**config.mk**
```make
export PLATFORM = sky130hd
export DESIGN_NAME = program_loader
export DESIGN_NICKNAME = d
export VERILOG_FILES = /design/src/rtl/program_loader.sv
export SDC_FILE = /design/constraint.sdc
export NUM_CORES = 1
export LEC_CHECK = 0
export ABC_CLOCK_PERIOD_IN_PS = 4400
export CORE_ASPECT_RATIO = 0.5
export CORE_MARGIN = 2
export CORE_UTILIZATION = 34
export CTS_CLUSTER_DIAMETER = 80
export DETAILED_ROUTE_END_ITERATION = 7
export PLACE_DENSITY = 0.63
export SYNTH_ARGS = -nofsm -noshare
export SYNTH_HDL_FRONTEND = slang
export SYNTH_SLANG_ARGS = --single-unit
```
**constraint.sdc**
```tcl
create_clock -name Clock -period 4.4 [get_ports Clock]
set_input_delay 0.44 -clock Clock [delete_from_list [all_inputs] [get_ports Clock]]
set_output_delay 0.44 -clock Clock [all_outputs]
set_load 0.01 [all_outputs]
```
**src/rtl/program_loader.sv**
```systemverilog
// Boot loader for the MiniAlu instruction memory: parses a framed byte stream,
// writes 28-bit words to consecutive addresses and releases the CPU once the checksum matches.
module program_loader #(
  parameter int MAX_WORDS = 256
) (
  input  logic        Clock,
  input  logic        Reset,
  input  logic        iByteValid,
  input  logic [7:0]  iByte,
  output logic        oByteReady,
  output logic        oWriteEnable,
  output logic [15:0] oWriteAddress,
  output logic [27:0] oInstruction,
  output logic        oCpuReset,
  output logic        oDone,
  output logic        oError
);

  // state   | meaning
  // IDLE    | hunting for the 0xA5 frame marker
  // LEN_H   | next byte is N[15:8]
  // LEN_L   | next byte is N[7:0]; range-checked against MAX_WORDS
  // DATA    | assembling 4-byte words and writing them out
  // CHECK   | next byte is the XOR checksum of all word bytes
  // DONE    | program verified, CPU released
  // ERROR   | frame rejected, CPU held in reset
  typedef enum logic [2:0] {
    S_IDLE, S_LEN_H, S_LEN_L, S_DATA, S_CHECK, S_DONE, S_ERROR
  } state_t;

  localparam logic [15:0] MAX_N = 16'(MAX_WORDS);

  state_t      state_q, state_d;
  logic [15:0] len_q, len_d;
  logic [15:0] idx_q, idx_d;
  logic [1:0]  bcnt_q, bcnt_d;
  logic [19:0] asm_q, asm_d;
  logic [7:0]  csum_q, csum_d;
  logic        we_q, we_d;
  logic [15:0] addr_q, addr_d;
  logic [27:0] instr_q, instr_d;
  logic        done_q, done_d;
  logic        err_q, err_d;
  logic        cpurst_q, cpurst_d;
  logic        rdy_q;
  logic        accept;
  logic [15:0] len_full;

  assign accept   = iByteValid && rdy_q;
  assign len_full = {len_q[15:8], iByte};

  always_comb begin
    state_d = state_q;
    len_d   = len_q;
    idx_d   = idx_q;
    bcnt_d  = bcnt_q;
    asm_d   = asm_q;
    csum_d  = csum_q;
    we_d    = 1'b0;
    addr_d  = addr_q;
    instr_d = instr_q;
    if (accept) begin
      case (state_q)
        S_IDLE, S_DONE, S_ERROR: if (iByte == 8'hA5) state_d = S_LEN_H;
        S_LEN_H: begin
          len_d   = {iByte, 8'h00};
          state_d = S_LEN_L;
        end
        S_LEN_L: begin
          len_d  = len_full;
          idx_d  = 16'd0;
          bcnt_d = 2'd0;
          csum_d = 8'h00;
          if (len_full > MAX_N)       state_d = S_ERROR;
          else if (len_full == 16'd0) state_d = S_CHECK;
          else                        state_d = S_DATA;
        end
        S_DATA: begin
          csum_d = csum_q ^ iByte;
          bcnt_d = bcnt_q + 2'd1;
          case (bcnt_q)
            2'd0: begin
              // Only the opcode nibble is meaningful in the first word byte.
              if (iByte[7:4] != 4'h0) state_d = S_ERROR;
              else                    asm_d = {iByte[3:0], 16'h0000};
            end
            2'd1: asm_d[15:8] = iByte;
            2'd2: asm_d[7:0]  = iByte;
            default: begin
              we_d    = 1'b1;
              addr_d  = idx_q;
              instr_d = {asm_q, iByte};
              idx_d   = idx_q + 16'd1;
              if (idx_q + 16'd1 == len_q) state_d = S_CHECK;
            end
          endcase
        end
        S_CHECK: state_d = (iByte == csum_q) ? S_DONE : S_ERROR;
        default: state_d = S_IDLE;
      endcase
    end
    done_d   = (state_d == S_DONE);
    err_d    = (state_d == S_ERROR);
    cpurst_d = (state_d != S_DONE);
  end

  always_ff @(posedge Clock) begin
    if (Reset) begin
      state_q  <= S_IDLE;
      len_q    <= 16'd0;
      idx_q    <= 16'd0;
      bcnt_q   <= 2'd0;
      asm_q    <= 20'd0;
      csum_q   <= 8'h00;
      we_q     <= 1'b0;
      addr_q   <= 16'd0;
      instr_q  <= 28'd0;
      done_q   <= 1'b0;
      err_q    <= 1'b0;
      cpurst_q <= 1'b1;
      rdy_q    <= 1'b0;
    end else begin
      state_q  <= state_d;
      len_q    <= len_d;
      idx_q    <= idx_d;
      bcnt_q   <= bcnt_d;
      asm_q    <= asm_d;
      csum_q   <= csum_d;
      we_q     <= we_d;
      addr_q   <= addr_d;
      instr_q  <= instr_d;
      done_q   <= done_d;
      err_q    <= err_d;
      cpurst_q <= cpurst_d;
      rdy_q    <= 1'b1;
    end
  end

  assign oByteReady    = rdy_q;
  assign oWriteEnable  = we_q;
  assign oWriteAddress = addr_q;
  assign oInstruction  = instr_q;
  assign oCpuReset     = cpurst_q;
  assign oDone         = done_q;
  assign oError        = err_q;

endmodule

```
# Word level (Yosys, flattened, before mapping)
# Index checks and enable logic that the tools add are counted.
[op_classes] add_sub_neg=2 n_lt_le_gt_ge=1 n_eq_ne=16 mux=19 bitwise=6 reduce_logical=21
[ops] cell="$pmux W16 S2" n=2
[ops] cell="$pmux W8 S2" n=3
[ops] cell="$mux W16" n=2
[ops] cell="$mux W3" n=6
[ops] cell="$add A16 B1 Y16 const B" n=1
[ops] cell="$eq A16 B16 Y1" n=1
[ops] cell="$gt A16 B9 Y1 const B" n=1
[ops] cell="$logic_not A16 Y1" n=1
[ops] cell="$eq A3 B3 Y1 const B" n=5
[ops] cell="$pmux W3 S5" n=1
[ops] cell="$reduce_and A4 Y1" n=3
[ops] cell="$reduce_and A3 Y1" n=3
[ops] cell="$reduce_or A3 Y1" n=3
[ops] cell="$eq A8 B8 Y1" n=1
[ops] cell="$eq A8 B8 Y1 const B" n=1
[ops] cell="$reduce_bool A2 Y1" n=4
[ops] cell="$xor A8 B8 Y8" n=1
[ops] cell="$eq A3 B2 Y1 const B" n=2
[ops] cell="$pmux W3 S2" n=1
[ops] cell="$not A1 Y1" n=5
[ops] cell="$ne A2 B2 Y1 const B" n=2
[ops] cell="$pmux W2 S2" n=1
[ops] cell="$reduce_and A2 Y1" n=2
[ops] cell="$reduce_bool A4 Y1" n=1
[ops] cell="other kinds (11)" n=12
[word_totals] regBits=114 inputBits=11 out_inout_bits=49 wordCells=81

# Logic depth before layout (Yosys ltp)
# Gate-level depths: netlist of the first run.
[depth] depth_word=7 depth_mapped=9 depth_no_buf=8

# Least setup slack after synthesis of the first run
# No wires, ideal clock.
[synth_timing] path_type="reg-to-reg" from="register idx_q[0]" to="register cpurst_q (netlist: oCpuReset)" setup_time_ns=0.134 t_arrival_ns=2.462 t_required_ns=4.266 path_slack_ns=1.804 stages_incl_launch_ff=9 path_buffers=1 synth_period_minus_slack_ns=2.596 path_cell_list="dfxtp_1 nand4_2 or4b_1 buf_2 or3_1 a311oi_2 o2111ai_2 a211oi_2 o211ai_1"
[synth_between] elab_chain_len=7
[synth_rtl] item="start, declared" line_no="35" text="logic [15:0] idx_q, idx_d;"
[synth_rtl] item="start signal, assigned" line_no="125" text="idx_q <= idx_d;"
[synth_rtl] item="$add A16 B1 Y16" line_no="94" text="if (idx_q + 16'd1 == len_q) state_d = S_CHECK;"
[synth_rtl] item="$eq A16 B16 Y1" line_no="94"
[synth_rtl] item="$mux W3" line_no="94"
[synth_rtl] item="$pmux W3 S2" line_no="81" text="case (bcnt_q)"
[synth_rtl] item="$pmux W3 S5" line_no="63" text="case (state_q)"
[synth_rtl] item="$mux W3" line_no="62" text="if (accept) begin"
[synth_rtl] item="$ne A3 B3 Y1" line_no="104" text="cpurst_d = (state_d != S_DONE);"
[synth_rtl] item="end signal, assigned" line_no="134" text="cpurst_q <= cpurst_d;"
[synth_rtl] item="end, declared" line_no="44" text="logic cpurst_q, cpurst_d;"
# No other way between the ends.
# A chain may end at the register's enable or synchronous reset.

# Worst setup path after layout of the first run
# Ends and elaborated chain as after synthesis.

==> impl_metrics.toml, run 1 <==
[run_status]
status = "finished clean"

[logic_synthesis]
seq_area_frac_synth_pct = 43.4
synth-compound-area-share_pct = 19.4
ys_ff_latch = 114
async_flop_share_pct = 0
synth_top_family_by_area = "simple AND/OR/NAND/NOR gates"
syn_area_mm2 = 0.00526
synth-xor-area-share_pct = 4.00
synth_nets = 694
yosys.area_share.adder_pct = 1.19
ys_types = 61
synthCells = 678
synth_edf_count = 0
ys.flop_type = "dfxtp_1"
synth.mux.area_fraction_pct = 0.762
synth.avg_cell_area_um2 = 7.75
yosys.area_share.simple_pct = 26.6
ys_warn_count = 0

[cells_and_area]
final_core_util_pct = 42.8
diodes = 0
area_growth_pct = 24.2
nFillCells = 1532
multi_input_area_mm2 = 0.00273
seqCellArea_mm2 = 0.00228
final_net_count = 723
drive_gt1_share_pct = 6.39

[floorplan]
die_w_um = 180
initial_utilization_pct = 34.5
io_pins = 60
core_area_mm2 = 0.0153
num_rows = 32
die-area_mm2 = 0.0165
die_y_um = 91.9

[clocking]
cts_sinks = 114
cts_tree = "built"
clk_pin_slew_ns = 0.06
cts_resized = 0
clockRootBuffer = "clkbuf_16"
clockBufferDepth = 2
cts_max_level = 4
cts_made_buffers = 17
cts_setup_buffers = 0
clk_latency_ns = 0.41
ctsHoldBuffers = 0

[grt]
antenna_found_initial = 0
grt_max_degree = 111
grt.total_usage_pct = 17.8
grt_overflow = 0
grt_pass1_vias = 4590
grt_pass1_wl_um = 23700

[setup_path]
critical_path_peak_fanout = 9
endpoint_kind = "register"
reg2reg_to = "oCpuReset"
rr_worst_depth = 8
worstSetupPathType = "register to register"
reg2reg_slack_ns = 1.33
critPathLaunchType = "register"
regToRegStartpoint = "idx_q[0]"
critPathArrivalTime_ns = 3.36
crit_start = "idx_q[0]"
crit_end = "oCpuReset"
cp_data_required_time_ns = 4.68

[timing]
period_share_pct = 69.8
clock_skew_ns = 0.00983
period_needed_ns = 3.07
rsz0062_at_grt = "no"
holdWs_ns = 0.451
finalMaxSlewViolations = 0
maxSlewHeadroom_pct = 24.7
finalHoldViolCount = 0
setup_viol = 0
timing.setup.tns_ns = 0
fin_ws_ns = 1.33
worst_slew_pin_slew_ns = 1.13
fmax_ghz = 0.326

[drt]
firstDrtPassIters = 5
drtIter0Drc = 298
vias = 4799
drt_wl_total_um = 14400
ant_nets = 0
drc_errors = 0
avgRoutedWirePerCell_um = 15.6
routed_via_density = 5.19

[placed_design]
dpl.hpwl_um = 9390
portBuffers = 59
pre_cts_slack_ns = 1.19
gp_congestion = 0.904

[job]
drv_cap = 0

[power]
p_leak_nw = 2.23
ir_drop_v = 0.000305
pwr_density_cell_mw_per_mm2 = 373

[hold_path]
hp-class = "register to register"
[cells in the mapped netlist, types with 8 or more instances]
| cell type | instances | area [um^2] |
|---|---|---|
| xor2_1 | 16 | 140 |
| a21oi_1 | 87 | 435 |
| nand3b_1 | 11 | 82.6 |
| nand2_1 | 138 | 518 |
| and3_1 | 15 | 93.8 |
| o21ai_0 | 24 | 120 |
| dfxtp_1 | 114 | 2280 |
| nand3_1 | 19 | 95.1 |
| clkbuf_1 | 50 | 188 |
| nor2_1 | 63 | 236 |
| a22oi_1 | 16 | 120 |
| xnor2_1 | 8 | 70.1 |
| nor3_1 | 16 | 80.1 |
| nor4_1 | 10 | 62.6 |
[kinds of logic after synthesis]
family | Yosys count
mux | 4
flops | 114
compound gates | 168
simple gates | 300
xor+xnor | 24
fa+ha+maj | 5
buf+inv | 63
[layout by cell type (no fill, tap or decap), types with 4 or more instances in the layout]
cell type	count
clkbuf_16	17
nor3_1	16
a22oi_1	16
a21oi_1	87
mux2i_1	4
o21ai_0	24
clkdlybuf4s50_1	58
xor2_1	16
nor4_1	10
inv_1	7
a211oi_1	5
and3_1	15
a31oi_1	5
xnor2_1	8
nor2_1	63
nand4_1	4
nand3b_1	11
buf_4	6
nand3_1	19
dfxtp_1	114
clkinv_4	4
nand2_1	137
ha_1	5
[metrics by stage]
stage,power (mW),instance area (um^2),cells
2_1_floorplan,1.09,5260,678
3_3_place_gp,1.11,5950,892
3_5_place_dp,1.11,5950,892
4_1_cts,2.46,6530,924
5_1_grt,2.51,6530,924
6_report,2.44,6530,924
[area by class of cell]
class / count / area share [%]
Multi-Input combinational cell: 501 / 41.9
Timing Repair Buffer: 65 / 9.89
Tap cell: 204 / 3.91
Sequential cell: 114 / 35.0
Inverter: 8 / 0.460
Clock buffer: 21 / 6.90
Clock inverter: 11 / 2.01
[metal layers]
metal / vias up / routed length (um) / track usage, %
li1: 2423 / - / -
met1: 2262 / 7110 / 23.7
met2: 99 / 6560 / 29.3
met3: 15 / 593 / 3.34
met4: 0 / 159 / 5.96
met5: - / 0 / 0
[flip-flops by register name, indices dropped and copies added (netlist names)]
| register | flops |
|---|---|
| oCpuReset | 1 |
| oDone | 1 |
| asm_q | 20 |
| oError | 1 |
| state_q | 3 |
| oWriteEnable | 1 |
| idx_q | 16 |
| bcnt_q | 2 |
| csum_q | 8 |
| len_q | 16 |
| oInstruction | 28 |
| oWriteAddress | 16 |
| oByteReady | 1 |
[worst max-delay path: stages (launching register included)]
cell       delay, ns
dfxtp_1         0.47
ha_1            0.32
nand3_1         0.27
nor4_1          0.47
o311ai_0        0.20
nor4_1          0.37
o2111ai_2       0.31
a211oi_2        0.39
o211ai_1        0.15
[worst min-delay path by stage]
stage	startpoint	to	slack (ns)	depth (start not counted)
floorplan	asm_q[16]	oInstruction[24]	0.43	2
global placement	oWriteAddress[15]	oWriteAddress[15]	0.44	2
detailed placement	oWriteAddress[13]	oWriteAddress[13]	0.45	2
CTS	oWriteAddress[13]	oWriteAddress[13]	0.46	2
global route	oInstruction[16]	oInstruction[16]	0.47	2
finish	oWriteAddress[14]	oWriteAddress[14]	0.45	2
[report_power, final]
group,internal (mW),switching [mW]
sequential,1.03,0.000626
combinational,0.0145,0.0389
clock,0.851,0.497
Power figures use the tool's default switching activity.
==> run 2: changes to the inputs <==
Settings changed: ABC_CLOCK_PERIOD_IN_PS 4400 to 2700, PLACE_DENSITY 0.63 to 0.65.
Clock period 4.4 ns to 2.7 ns, I/O delays scaled along.
==> impl_metrics.toml, run 2 (synthesized netlist as in run 1, its figures left out) <==
[run_status]
status = "finished clean"

[setup_path]
cp_data_required_time_ns = 3.03
worstSetupPathType = "register to register"
slowest_delay_ns = 0.50
crit_slowest_cell = "or4bb_1"
critical_path_peak_fanout = 7
path_cells = "ha_4 > or4bb_1 > o2111ai_1 > o221ai_1 > nor4_2 > o2111ai_4 > a21o_1 > nor4b_2"
cp_top_family = "simple AND/OR/NAND/NOR gates"
critPathLaunchType = "register"
endpoint_kind = "register"
crit_buf_inv = 0
critPathArrivalTime_ns = 2.92

[cells_and_area]
largest_reg_flops = 28
mostFrequentLayoutCells = "nand2_1 (137), dfxtp_1 (112), a21oi_1 (87), nor2_1 (63), clkdlybuf4s50_1 (58)"
final_net_count = 766
area_growth_pct = 31.8
diodes = 0
final_core_util_pct = 45.4
drive_gt1_share_pct = 13.1
layout_commonest_cell = "nand2_1"

[timing]
fmax_ghz = 0.387
setup_viol = 0
period_needed_ns = 2.59
period_share_pct = 95.8
finalHoldViolCount = 0
worst_slew_pin_slew_ns = 0.596
clock_skew_ns = 0.0125
finalMaxSlewViolations = 0
holdWs_ns = 0.311
maxSlewHeadroom_pct = 60.0

[power]
pwr_density_cell_mw_per_mm2 = 584
ir_drop_v = 0.000392
p_leak_nw = 2.47

[grt]
antenna_found_initial = 0
grt_pass1_vias = 4717
grt_pass1_wl_um = 24100
grt.total_usage_pct = 18.2
grt_overflow = 0
grt_max_degree = 60

[clocking]
clk_latency_ns = 0.42
cts_max_level = 4
cts_sinks = 114
clockBufferDepth = 2
clockRootBuffer = "clkbuf_16"
clk_pin_slew_ns = 0.06
cts_tree = "built"
cts_made_buffers = 17
cts_setup_buffers = 0
ctsHoldBuffers = 0

[drt]
drc_errors = 0
drt_wl_total_um = 14700
drtIter0Drc = 357
vias = 5037
avgRoutedWirePerCell_um = 15.2
routed_via_density = 5.21
firstDrtPassIters = 5
ant_nets = 0

[placed_design]
portBuffers = 59
gp_congestion = 0.900
dpl.hpwl_um = 9990

[job]
drv_cap = 0

[floorplan]
die_y_um = 91.9
io_pins = 60
core_area_mm2 = 0.0153
num_rows = 32
initial_utilization_pct = 34.5
die_w_um = 180
die-area_mm2 = 0.0165

[hold_path]
hp-class = "input port to register"
[run 2: changes by cell type in the layout (fill, tap and decap cells not counted), moves of 3 or more]
cell,previous run,this run
inv_6,1,6
clkbuf_1,3,0
buf_4,6,49
clkinv_4,4,1
[run 2: area by class of cell]
cell class              count  area [um^2]
fillers                  1479         8330
multi-input cells         501         2790
flip-flops and latches    114         2290
repair buffers            108          968
clock buffers              17          425
well taps                 204          255
clock inverters            15          171
inverters                   8         30.0
[run 2: power by group]
group          switching [mW]  internal [mW]  total [mW]
Combinational          0.0669         0.0336       0.101
Clock                   0.876           1.39        2.26
Sequential           0.000535           1.68        1.68
Total                   0.944           3.10        4.04
[run 2: timing repair]
action                                 4_1_cts  5_1_grt
setup endpoints to repair                    3        5
pin swaps                                    1        4
resized for setup                            3       10
cloned                                       0        0
endpoints found under the hold margin        0        0
[run 2: path summary, 6_finish.rpt]
kind                      from                 to  slack, ns  cells past startpoint
max reg2reg           idx_q[0]             oError       0.11                      8
min reg2reg  oWriteAddress[15]  oWriteAddress[15]       0.45                      2
min                      Reset         oByteReady       0.31                      2
max                   idx_q[0]             oError       0.11                      8
[run 2: stage by stage]
step	instances	power, mW	TNS [ns]	area [um^2]	setup slack [ns]
6_report	967	4.04	0	6930	0.114
5_1_grt	967	4.17	-0.0139	6930	-0.00796
4_1_cts	967	4.08	0	6870	0.0150
3_5_place_dp	935	1.82	-0.0432	6270	-0.0272
3_3_place_gp	935	1.82	0	6270	0.0611
2_1_floorplan	678	1.77	0	5260	0.104
[run 2: metal layers]
metal / vias to the layer above / GRT usage, % / wire length [um]
met1: 2372 / 23.1 / 6970
met2: 124 / 30.3 / 6810
met4: 0 / 5.83 / 247
met5: - / 0 / 0
li1: 2519 / - / -
met3: 22 / 4.65 / 676
